$ cat config.mk
export PLATFORM = sky130hd
export DESIGN_NAME = keypad_scanner
export DESIGN_NICKNAME = d
export VERILOG_FILES = /design/src/rtl/keypad_pkg.sv /design/src/rtl/row_sync.sv /design/src/rtl/keypad_scanner.sv
export SDC_FILE = /design/constraint.sdc
export NUM_CORES = 1
export LEC_CHECK = 0
export CAP_MARGIN = 20
export CORE_ASPECT_RATIO = 0.75
export CORE_MARGIN = 2
export CORE_UTILIZATION = 30
export DETAILED_ROUTE_END_ITERATION = 8
export HOLD_SLACK_MARGIN = 0.1
export PLACE_DENSITY = 0.6
export SLEW_MARGIN = 20
export SYNTH_ARGS = -nofsm -noshare
export SYNTH_HDL_FRONTEND = slang
export SYNTH_SLANG_ARGS = --single-unit
$ cat constraint.sdc
create_clock -name clk_in -period 2.19 [get_ports clk_in]
set_input_delay 0.438 -clock clk_in [delete_from_list [all_inputs] [get_ports clk_in]]
set_output_delay 0.438 -clock clk_in [all_outputs]
set_load 0.05 [all_outputs]
$ cat src/rtl/keypad_pkg.sv
`default_nettype none
// ============================================================================
//  Module      : keypad_pkg
//  Description : Shared definitions for the 4x4 keypad scanner: scan phase
//                count, scan-result and state encodings, key code constants
//                for the game/control logic, and the scan classifier.
//  Ports       : none (package)
//  Revision    : 1.0  initial release
// ============================================================================
package keypad_pkg;

    // Cycles each column is driven: two settle/sync cycles, one sample cycle.
    localparam int SCAN_PHASES = 3;

    // Outcome of one complete scan of the matrix.
    typedef enum logic [1:0] {
        RES_NONE   = 2'd0,
        RES_SINGLE = 2'd1,
        RES_MULTI  = 2'd2
    } scan_res_t;

    // Debounce / press-tracking states.
    typedef enum logic [1:0] {
        ST_IDLE        = 2'd0,
        ST_DEB_PRESS   = 2'd1,
        ST_PRESSED     = 2'd2,
        ST_DEB_RELEASE = 2'd3
    } state_t;

    // Key codes as seen by the game logic: code = row*4 + col.
    localparam logic [3:0] c_KEY_R0_C0 = 4'd0;
    localparam logic [3:0] c_KEY_R0_C1 = 4'd1;
    localparam logic [3:0] c_KEY_R0_C2 = 4'd2;
    localparam logic [3:0] c_KEY_R0_C3 = 4'd3;
    localparam logic [3:0] c_KEY_R1_C0 = 4'd4;
    localparam logic [3:0] c_KEY_R1_C1 = 4'd5;
    localparam logic [3:0] c_KEY_R1_C2 = 4'd6;
    localparam logic [3:0] c_KEY_R1_C3 = 4'd7;
    localparam logic [3:0] c_KEY_R2_C0 = 4'd8;
    localparam logic [3:0] c_KEY_R2_C1 = 4'd9;
    localparam logic [3:0] c_KEY_R2_C2 = 4'd10;
    localparam logic [3:0] c_KEY_R2_C3 = 4'd11;
    localparam logic [3:0] c_KEY_R3_C0 = 4'd12;
    localparam logic [3:0] c_KEY_R3_C1 = 4'd13;
    localparam logic [3:0] c_KEY_R3_C2 = 4'd14;
    localparam logic [3:0] c_KEY_R3_C3 = 4'd15;

    // The hit count is saturated at 2, so 2 already means "two or more".
    function automatic scan_res_t classify_hits(input logic [1:0] hits);
        scan_res_t res;
        case (hits)
            2'd0:    res = RES_NONE;
            2'd1:    res = RES_SINGLE;
            default: res = RES_MULTI;
        endcase
        return res;
    endfunction

endpackage : keypad_pkg
`default_nettype wire

$ cat src/rtl/row_sync.sv
`default_nettype none
// ============================================================================
//  Module      : row_sync
//  Description : Two-flop synchronizer for the asynchronous keypad row lines.
//                Resets to all ones (the idle, pulled-up level of the rows).
//  Ports       : clk_in   - scan clock
//                reset    - synchronous active-high reset
//                i_async  - asynchronous input bus, WIDTH bits
//                o_sync   - synchronized output bus, WIDTH bits
//  Revision    : 1.0  initial release
// ============================================================================
module row_sync #(
    parameter int WIDTH = 4
) (
    input  logic             clk_in,
    input  logic             reset,
    input  logic [WIDTH-1:0] i_async,
    output logic [WIDTH-1:0] o_sync
);

    logic [WIDTH-1:0] r_meta;

    always_ff @(posedge clk_in) begin
        if (reset) begin
            r_meta <= '1;
            o_sync <= '1;
        end else begin
            r_meta <= i_async;
            o_sync <= r_meta;
        end
    end

endmodule : row_sync
`default_nettype wire

$ cat src/rtl/keypad_scanner.sv
`default_nettype none
// ============================================================================
//  Module      : keypad_scanner
//  Description : Scans a ROWS x COLS matrix keypad with active-low one-hot
//                column drive, synchronizes and samples the rows, classifies
//                each full scan, and debounces presses and releases across
//                DEBOUNCE_SCANS consecutive identical scans.
//  Ports       : clk_in    - scan clock (~1 kHz, from the clock divider)
//                reset     - synchronous active-high reset
//                row_in    - keypad rows, active-low, asynchronous
//                col_out   - column drive, active-low one-hot (registered)
//                key_code  - last accepted key, row*COLS + col (registered)
//                key_valid - one-cycle pulse on an accepted press (registered)
//                key_held  - high while the accepted key is down (registered)
//  Revision    : 1.0  initial release
// ============================================================================
module keypad_scanner
    import keypad_pkg::*;
#(
    parameter int COLS           = 4,
    parameter int ROWS           = 4,
    parameter int DEBOUNCE_SCANS = 4,
    parameter int KEY_W          = 4
) (
    input  logic             clk_in,
    input  logic             reset,
    input  logic [ROWS-1:0]  row_in,
    output logic [COLS-1:0]  col_out,
    output logic [KEY_W-1:0] key_code,
    output logic             key_valid,
    output logic             key_held
);

    localparam int c_COL_W = (COLS > 1) ? $clog2(COLS) : 1;
    localparam int c_PH_W  = $clog2(SCAN_PHASES);
    localparam int c_CNT_W = 4;

    // ------------------------------------------------------------------
    // Row synchronizer
    // ------------------------------------------------------------------
    logic [ROWS-1:0] w_rows_sync;

    row_sync #(
        .WIDTH (ROWS)
    ) u_row_sync (
        .clk_in  (clk_in),
        .reset   (reset),
        .i_async (row_in),
        .o_sync  (w_rows_sync)
    );

    // ------------------------------------------------------------------
    // Column sequencing and per-scan accumulation
    // ------------------------------------------------------------------
    logic [c_PH_W-1:0]  r_phase;
    logic [c_COL_W-1:0] r_col;
    logic               r_scan_end;
    logic [1:0]         r_hits;     // saturating: 0, 1, 2 = two or more
    logic [KEY_W-1:0]   r_first;

    logic               w_sample;
    logic               w_last_col;
    logic [1:0]         w_col_hits;
    logic [KEY_W-1:0]   w_col_first;
    logic [2:0]         w_hit_sum;

    assign w_sample   = (r_phase == c_PH_W'(SCAN_PHASES - 1));
    assign w_last_col = (r_col == c_COL_W'(COLS - 1));
    assign w_hit_sum  = {1'b0, r_hits} + {1'b0, w_col_hits};

    // Hits in the column currently being sampled. Rows are walked from the
    // top down so the lowest pressed row is the one left in w_col_first.
    always_comb begin
        w_col_hits  = 2'd0;
        w_col_first = '0;
        for (int r = ROWS - 1; r >= 0; r--) begin
            if (!w_rows_sync[r]) begin
                w_col_first = KEY_W'(r * COLS + int'(r_col));
                if (w_col_hits != 2'd2) begin
                    w_col_hits = w_col_hits + 2'd1;
                end
            end
        end
    end

    always_ff @(posedge clk_in) begin
        if (reset) begin
            r_phase    <= '0;
            r_col      <= '0;
            col_out    <= {{(COLS-1){1'b1}}, 1'b0};
            r_scan_end <= 1'b0;
            r_hits     <= 2'd0;
            r_first    <= '0;
        end else begin
            r_scan_end <= w_sample && w_last_col;

            // The scan-end cycle is always a settle phase of column 0, so
            // clearing here never collides with a sample.
            if (r_scan_end) begin
                r_hits  <= 2'd0;
                r_first <= '0;
            end

            if (w_sample) begin
                r_phase <= '0;
                r_col   <= w_last_col ? '0 : r_col + c_COL_W'(1);
                col_out <= {col_out[COLS-2:0], col_out[COLS-1]};
                // Columns are visited in ascending order, so the first
                // column with any hit supplies the reported code.
                if ((r_hits == 2'd0) && (w_col_hits != 2'd0)) begin
                    r_first <= w_col_first;
                end
                r_hits <= (w_hit_sum >= 3'd2) ? 2'd2 : w_hit_sum[1:0];
            end else begin
                r_phase <= r_phase + c_PH_W'(1);
            end
        end
    end

    // ------------------------------------------------------------------
    // Debounce state machine (acts only on scan-end cycles)
    // ------------------------------------------------------------------
    state_t             r_state;
    logic [c_CNT_W-1:0] r_cnt;
    logic [KEY_W-1:0]   r_cand;

    scan_res_t          w_result;
    logic [c_CNT_W-1:0] w_cnt_inc;
    logic               w_cnt_done;
    logic               w_match;

    assign w_result   = classify_hits(r_hits);
    assign w_cnt_inc  = (r_cnt == '1) ? r_cnt : r_cnt + c_CNT_W'(1);
    assign w_cnt_done = (w_cnt_inc >= c_CNT_W'(DEBOUNCE_SCANS));
    assign w_match    = (w_result == RES_SINGLE) && (r_first == r_cand);

    always_ff @(posedge clk_in) begin
        if (reset) begin
            r_state   <= ST_IDLE;
            r_cnt     <= '0;
            r_cand    <= '0;
            key_code  <= KEY_W'(c_KEY_R0_C0);
            key_valid <= 1'b0;
            key_held  <= 1'b0;
        end else begin
            key_valid <= 1'b0;
            if (r_scan_end) begin
                case (r_state)
                    ST_IDLE: begin
                        if (w_result == RES_SINGLE) begin
                            r_cand  <= r_first;
                            r_cnt   <= c_CNT_W'(1);
                            r_state <= ST_DEB_PRESS;
                        end
                    end
                    ST_DEB_PRESS: begin
                        if (w_match) begin
                            if (w_cnt_done) begin
                                key_code  <= r_cand;
                                key_valid <= 1'b1;
                                key_held  <= 1'b1;
                                r_cnt     <= '0;
                                r_state   <= ST_PRESSED;
                            end else begin
                                r_cnt <= w_cnt_inc;
                            end
                        end else begin
                            r_cnt   <= '0;
                            r_state <= ST_IDLE;
                        end
                    end
                    ST_PRESSED: begin
                        // Any key activity keeps the press alive; no rollover.
                        if (w_result == RES_NONE) begin
                            r_cnt   <= c_CNT_W'(1);
                            r_state <= ST_DEB_RELEASE;
                        end
                    end
                    ST_DEB_RELEASE: begin
                        if (w_result == RES_NONE) begin
                            if (w_cnt_done) begin
                                key_held <= 1'b0;
                                r_cnt    <= '0;
                                r_state  <= ST_IDLE;
                            end else begin
                                r_cnt <= w_cnt_inc;
                            end
                        end else begin
                            r_cnt   <= '0;
                            r_state <= ST_PRESSED;
                        end
                    end
                    default: begin
                        r_cnt   <= '0;
                        r_state <= ST_IDLE;
                    end
                endcase
            end
        end
    end

endmodule : keypad_scanner
`default_nettype wire

==> flow_summary.toml, run 1 <==
[status]
status = "finished with violations"
violations = "negative setup slack"

[sta]
setup_viol = 2
fin_hold_ws_ns = 0.4103
finClkSkew_ns = 0.01122
slew_headroom = 0.6067
slew_violations = 0
timing.setup.tns_ns = -0.07267
hold_violations = 0
worstMarginPinSlew_ns = 0.5899
fmax_ghz = 0.4429
rsz0062_at_grt = "yes"
finalCriticalPeriod_ns = 2.258
timing.final.ws_setup_ns = -0.06775
min_period_over_period = 1.031

[synth]
postSynth.asyncResetShare = 0
synthTopCellsByArea = "dfxtp_1 43%, mux2i_1 9.5%, ha_1 6.3%"
synth_compound_area_frac = 0.1120
ys.flop_type = "dfxtp_1"
synth.area.mux_share = 0.09464
syn_area_mm2 = 0.001798
synth_edf_count = 0
synth_cells = 183
syn_area_per_cell_um2 = 9.825
ys_warn_count = 0
synth-xor-area-share = 0.01949
synthSimpleGateAreaFrac = 0.2324
synthAdderAreaFrac = 0.07376
synth_top_area_frac = 0.4342
synth_largest_area_cell = "dfxtp_1"
synth-seq-cells = 39
synth_top_family_by_area = "simple AND/OR/NAND/NOR gates"
synth_seq_area_share = 0.4342
yosysUniqueCellTypes = 40
synth_nets = 199

[place]
dp_cells = 279
dp_worst_setup_slack_ns = -0.1641
dp_hpwl_um = 2304
gp_congestion = 0.7189
port_buffers = 15

[finish]
layout.nets = 226
fill_cells = 576
final_core_util = 0.3929
drive_gt1_frac = 0.2322
antennaDiodeCount = 0
regArea_um2 = 783.3
syn_to_final_growth_pct = 26.65
multi_input_area_mm2 = 0.001022
final_cells = 289
final_cell_mix = "37 x dfxtp_1, 16 x mux2i_1, 16 x nor2_1, 15 x clkdlybuf4s50_1, 12 x buf_4"
final_common_cell = "dfxtp_1"

[power]
p_per_area_mw_per_mm2 = 678.8
ir_worst_vdd_uv = 561.2
p_leak_uw = 0.0009016

[critical_path]
critical_path_class = "reg -> reg"
critical_path_required_ns = 2.37
cpPeakStageDelay_ns = 0.49
cp_slowest_cell = "fa_1"
path_delay_family = "adder cells"
worstSetupEndpointType = "register"
critPathLaunchType = "register"
path_max_fanout = 4
critPathArrivalTime_ns = 2.44
path_buf_inv = 1
crit_chain = "ha_4 > or2_4 > and2_4 > ha_4 > nor2_2 > a21o_1 > inv_1 > ha_2 > fa_1 > nor2_1 > a31oi_1 > nor2_1"

[detailed_routing]
finalWirelength_um = 3196
ant_nets = 0
vias_per_cell = 4.536
drc = 0
vias = 1311
drtPass1Iterations = 4
drt_iter0_markers = 55
post_drt_wl_per_cell_um = 11.06

[global_routing]
grt_pass1_wl_um = 5644
grt_max_degree = 29
grt_usage = 0.1096
grt_remaining_overflow = 0
grt_pass1_vias = 1263
antenna_found_initial = 0

[clock_network]
root_buffer = "clkbuf_8"
clock-sinks = 39
clk_pin_slew_ns = 0.07
cts_tree = "yes"
insertion_delay_ns = 0.29
numCtsBuffers = 5
holdBufCountCts = 0
htree_levels = 2
clockBufferDepth = 2

[die]
fp.dieH_um = 71.05
rows = 24
fp.dieW_um = 93.39
coreArea_mm2 = 0.005796
die-area_mm2 = 0.006635
start_util = 0.3102
num_io_pins = 16

[hold_path]
hp-class = "reg -> reg"

[run]
cap_viol_max_count = 0
[synthesized netlist by cell type, drive strengths merged, types with 2 or more instances]
master and number:
a221oi 2, nand2 11, nor2b 3, dfxtp 39
a21oi 3, and2 4, buf 2, a211o 3
nor3b 5, or2 11, ha 9, mux2i 17
inv 9, nand2b 8, nand3b 2, o2111ai 3
clkbuf 5, nor3 3, o21ai 3, nand3 2
nor2 18, xor2 4, a31oi 2
[metal layers]
metal  vias up  wire, um  GRT usage
li1        684         -          -
met1       605      1712     0.1518
met2        18      1304     0.1559
met3         4       130    0.03834
met4         0        48    0.04412
met5         -         0          0
[worst reg2reg max path, delay by kind of cell, from the launching register on]
kind / cells / cell delay (ns)
DFF: 1 / 0.35
adders and majority gates: 4 / 0.95
buffers and inverters: 1 / 0.05
AOI/OAI and AO/OA: 2 / 0.27
and+or+nand+nor: 5 / 0.53
[timing repair]
item	4_1_cts	5_1_grt
setup buffers	2	0
setup endpoints to repair	2	2
resized for setup	7	1
endpoints found under the hold margin	0	0
pin swaps	11	2
[final cells by class]
class / count / share of cell area
inverter: 9 / 0.01484
sequential: 39 / 0.3440
tap: 78 / 0.04286
multi-input combinational: 128 / 0.4489
clock buffer: 8 / 0.04396
timing repair buffer: 27 / 0.1055
[path summary, 6_finish.rpt]
kind	slack, ns	endpoint	cells after the start	start
setup / recovery	-0.07	r_hits[0]	12	u_row_sync.o_sync[2]
hold / removal	0.41	u_row_sync.o_sync[0]	1	u_row_sync.r_meta[0]
setup reg to reg	-0.07	r_hits[0]	12	u_row_sync.o_sync[2]
hold reg to reg	0.41	u_row_sync.o_sync[0]	1	u_row_sync.r_meta[0]
[kinds of logic (layout without fill, tap and decap cells)]
family                   Yosys count  after routing
adder cells (fa/ha/maj)           10             10
flip-flops                        39             39
XOR/XNOR                           4              4
buffers and inverters             16             44
AND/OR/NAND/NOR                   73             73
AO/OA/AOI/OAI                     24             24
multiplexers                      17             17
[registers in the layout, indices dropped and copies added (netlist names)]
signal,flops
col_out,4
r_scan_end,1
r_hits,2
u_row_sync.r_meta,4
r_state,2
u_row_sync.o_sync,4
key_held,1
r_cnt,4
key_code,4
r_phase,2
r_cand,4
r_col,2
key_valid,1
r_first,4
[stage by stage]
step                      total power, uW  area [um^2]
after floorplan                     948.5         1827
after global placement               1017         2123
after detailed placement             1018         2123
after CTS                            1567         2267
after global routing                 1617         2277
final                                1546         2277
[power breakdown]
part	switching, uW	leakage (uW)	internal [uW]
logic	134	0.000533	114
registers	23.1	0.000317	743
clock network	245	0.0000515	287
total	401	0.000902	1140
Power figures use the tool's default switching activity.
==> inputs of run 2 (changes only) <==
Settings changed: CTS_BUF_LIST set to sky130_fd_sc_hd__clkbuf_4, CTS_CLUSTER_SIZE set to 25.
==> flow_summary.toml, run 2 (synthesis results as in run 1) <==
[power]
p_int_uw = 988.6
ir_worst_vdd_uv = 450.0
switching_share = 0.2803
p_sw_uw = 385.0
combPwrFrac = 0.181
p_leak_uw = 0.0008808
p_per_area_mw_per_mm2 = 616.0
pwr-share-seq = 0.558
pwr-share-clk = 0.261

[finish]
final_core_util = 0.3847
drive_gt1_frac = 0.2275
final_cells = 289
final_common_cell = "dfxtp_1"
layout.nets = 226
multi_input_area_mm2 = 0.001022
antennaDiodeCount = 0
regArea_um2 = 783.3
syn_to_final_growth_pct = 24.01
fill_cells = 581
final_cell_mix = "37 x dfxtp_1, 16 x mux2i_1, 16 x nor2_1, 15 x clkdlybuf4s50_1, 12 x buf_4"

[critical_path]
critical_path_class = "reg -> reg"
critPathArrivalTime_ns = 2.50
path_max_fanout = 4
worstSetupEndpointType = "register"
critPathLaunchType = "register"
critical_path_required_ns = 2.43

[die]
start_util = 0.3102
rows = 24
num_io_pins = 16
fp.dieW_um = 93.39
coreArea_mm2 = 0.005796
die-area_mm2 = 0.006635
fp.dieH_um = 71.05

[status]
violations = "negative setup slack"
status = "finished with violations"

[place]
dp_hpwl_um = 2304
dp_cells = 279
gp_congestion = 0.7189
dp_worst_setup_slack_ns = -0.1641
port_buffers = 15

[global_routing]
grt_usage = 0.1105
grt_max_degree = 29
grt_pass1_vias = 1271
antenna_found_initial = 0
grt_pass1_wl_um = 5713
grt_remaining_overflow = 0

[detailed_routing]
drtPass1Iterations = 4
finalWirelength_um = 3222
vias_per_cell = 4.540
post_drt_wl_per_cell_um = 11.15
ant_nets = 0
vias = 1312
drt_iter0_markers = 66
drc = 0

[sta]
fmax_ghz = 0.4420
hold_violations = 0
timing.setup.tns_ns = -0.09521
min_period_over_period = 1.033
setup_viol = 2
rsz0062_at_grt = "yes"
slew_violations = 0
worstMarginPinSlew_ns = 0.5997
timing.final.ws_setup_ns = -0.07264
finalCriticalPeriod_ns = 2.263
slew_headroom = 0.6002
finClkSkew_ns = 0.01654
fin_hold_ws_ns = 0.4190

[hold_path]
hp-class = "reg -> reg"

[run]
cap_viol_max_count = 0

[clock_network]
numCtsBuffers = 5
clockBufferDepth = 2
clock-sinks = 39
htree_levels = 2
insertion_delay_ns = 0.34
clk_pin_slew_ns = 0.12
root_buffer = "clkbuf_4"
cts_tree = "yes"
## run 2: critical path, cell delays in order (launching register included)
cell     delay, ns
dfxtp_2       0.36
ha_4          0.16
or2_4         0.22
and2_4        0.14
ha_4          0.14
nor2_2        0.07
a21o_1        0.11
inv_1         0.05
ha_2          0.16
fa_1          0.49
nor2_1        0.04
a31oi_1       0.16
nor2_1        0.06
## run 2: final timing paths
path,from,endpoint,slack (ns),depth (start not counted)
hold reg to reg,u_row_sync.r_meta[2],u_row_sync.o_sync[2],0.42,1
setup / recovery,u_row_sync.o_sync[2],r_hits[0],-0.07,12
hold / removal,u_row_sync.r_meta[2],u_row_sync.o_sync[2],0.42,1
setup reg to reg,u_row_sync.o_sync[2],r_hits[0],-0.07,12
## run 2: final cells by class
type / instances / area share
repair buffers: 27 / 0.1077
multi-input cells: 128 / 0.4585
clock inverters: 2 / 0.003367
flip-flops and latches: 39 / 0.3513
well taps: 78 / 0.04377
inverters: 9 / 0.01515
clock buffers: 6 / 0.02020
## run 2: stage by stage
step / total power (uW) / area (um^2)
5_1_grt: 1451 / 2230
6_report: 1374 / 2230
2_1_floorplan: 948.5 / 1827
3_3_place_gp: 1017 / 2123
4_1_cts: 1399 / 2220
3_5_place_dp: 1018 / 2123
## run 2: metal layers
| layer | track usage | share of wire |
|---|---|---|
| met1 | 0.1532 | 0.53 |
| met2 | 0.1599 | 0.41 |
| met3 | 0.03514 | 0.045 |
| met4 | 0.04412 | 0.013 |
| met5 | 0 | 0 |
## run 2: power groups by stage
stage,Combinational [uW],Clock [uW],Sequential (uW)
2_1_floorplan,126,0,822
3_3_place_gp,234,0,783
3_5_place_dp,235,0,783
4_1_cts,249,382,768
5_1_grt,273,406,773
6_report,248,358,767
## run 2: timing repair
item,4_1_cts,5_1_grt
gates resized for setup,7,1
pin swaps,11,2
hold buffers,0,0
endpoints found under the setup margin,2,2
buffers inserted,2,0
==> inputs of run 3 (changes only) <==
Settings changed: SLEW_MARGIN 20 to 5.
==> results of run 3 <==
Final layout, timing and power as in run 2 (identical DEF).
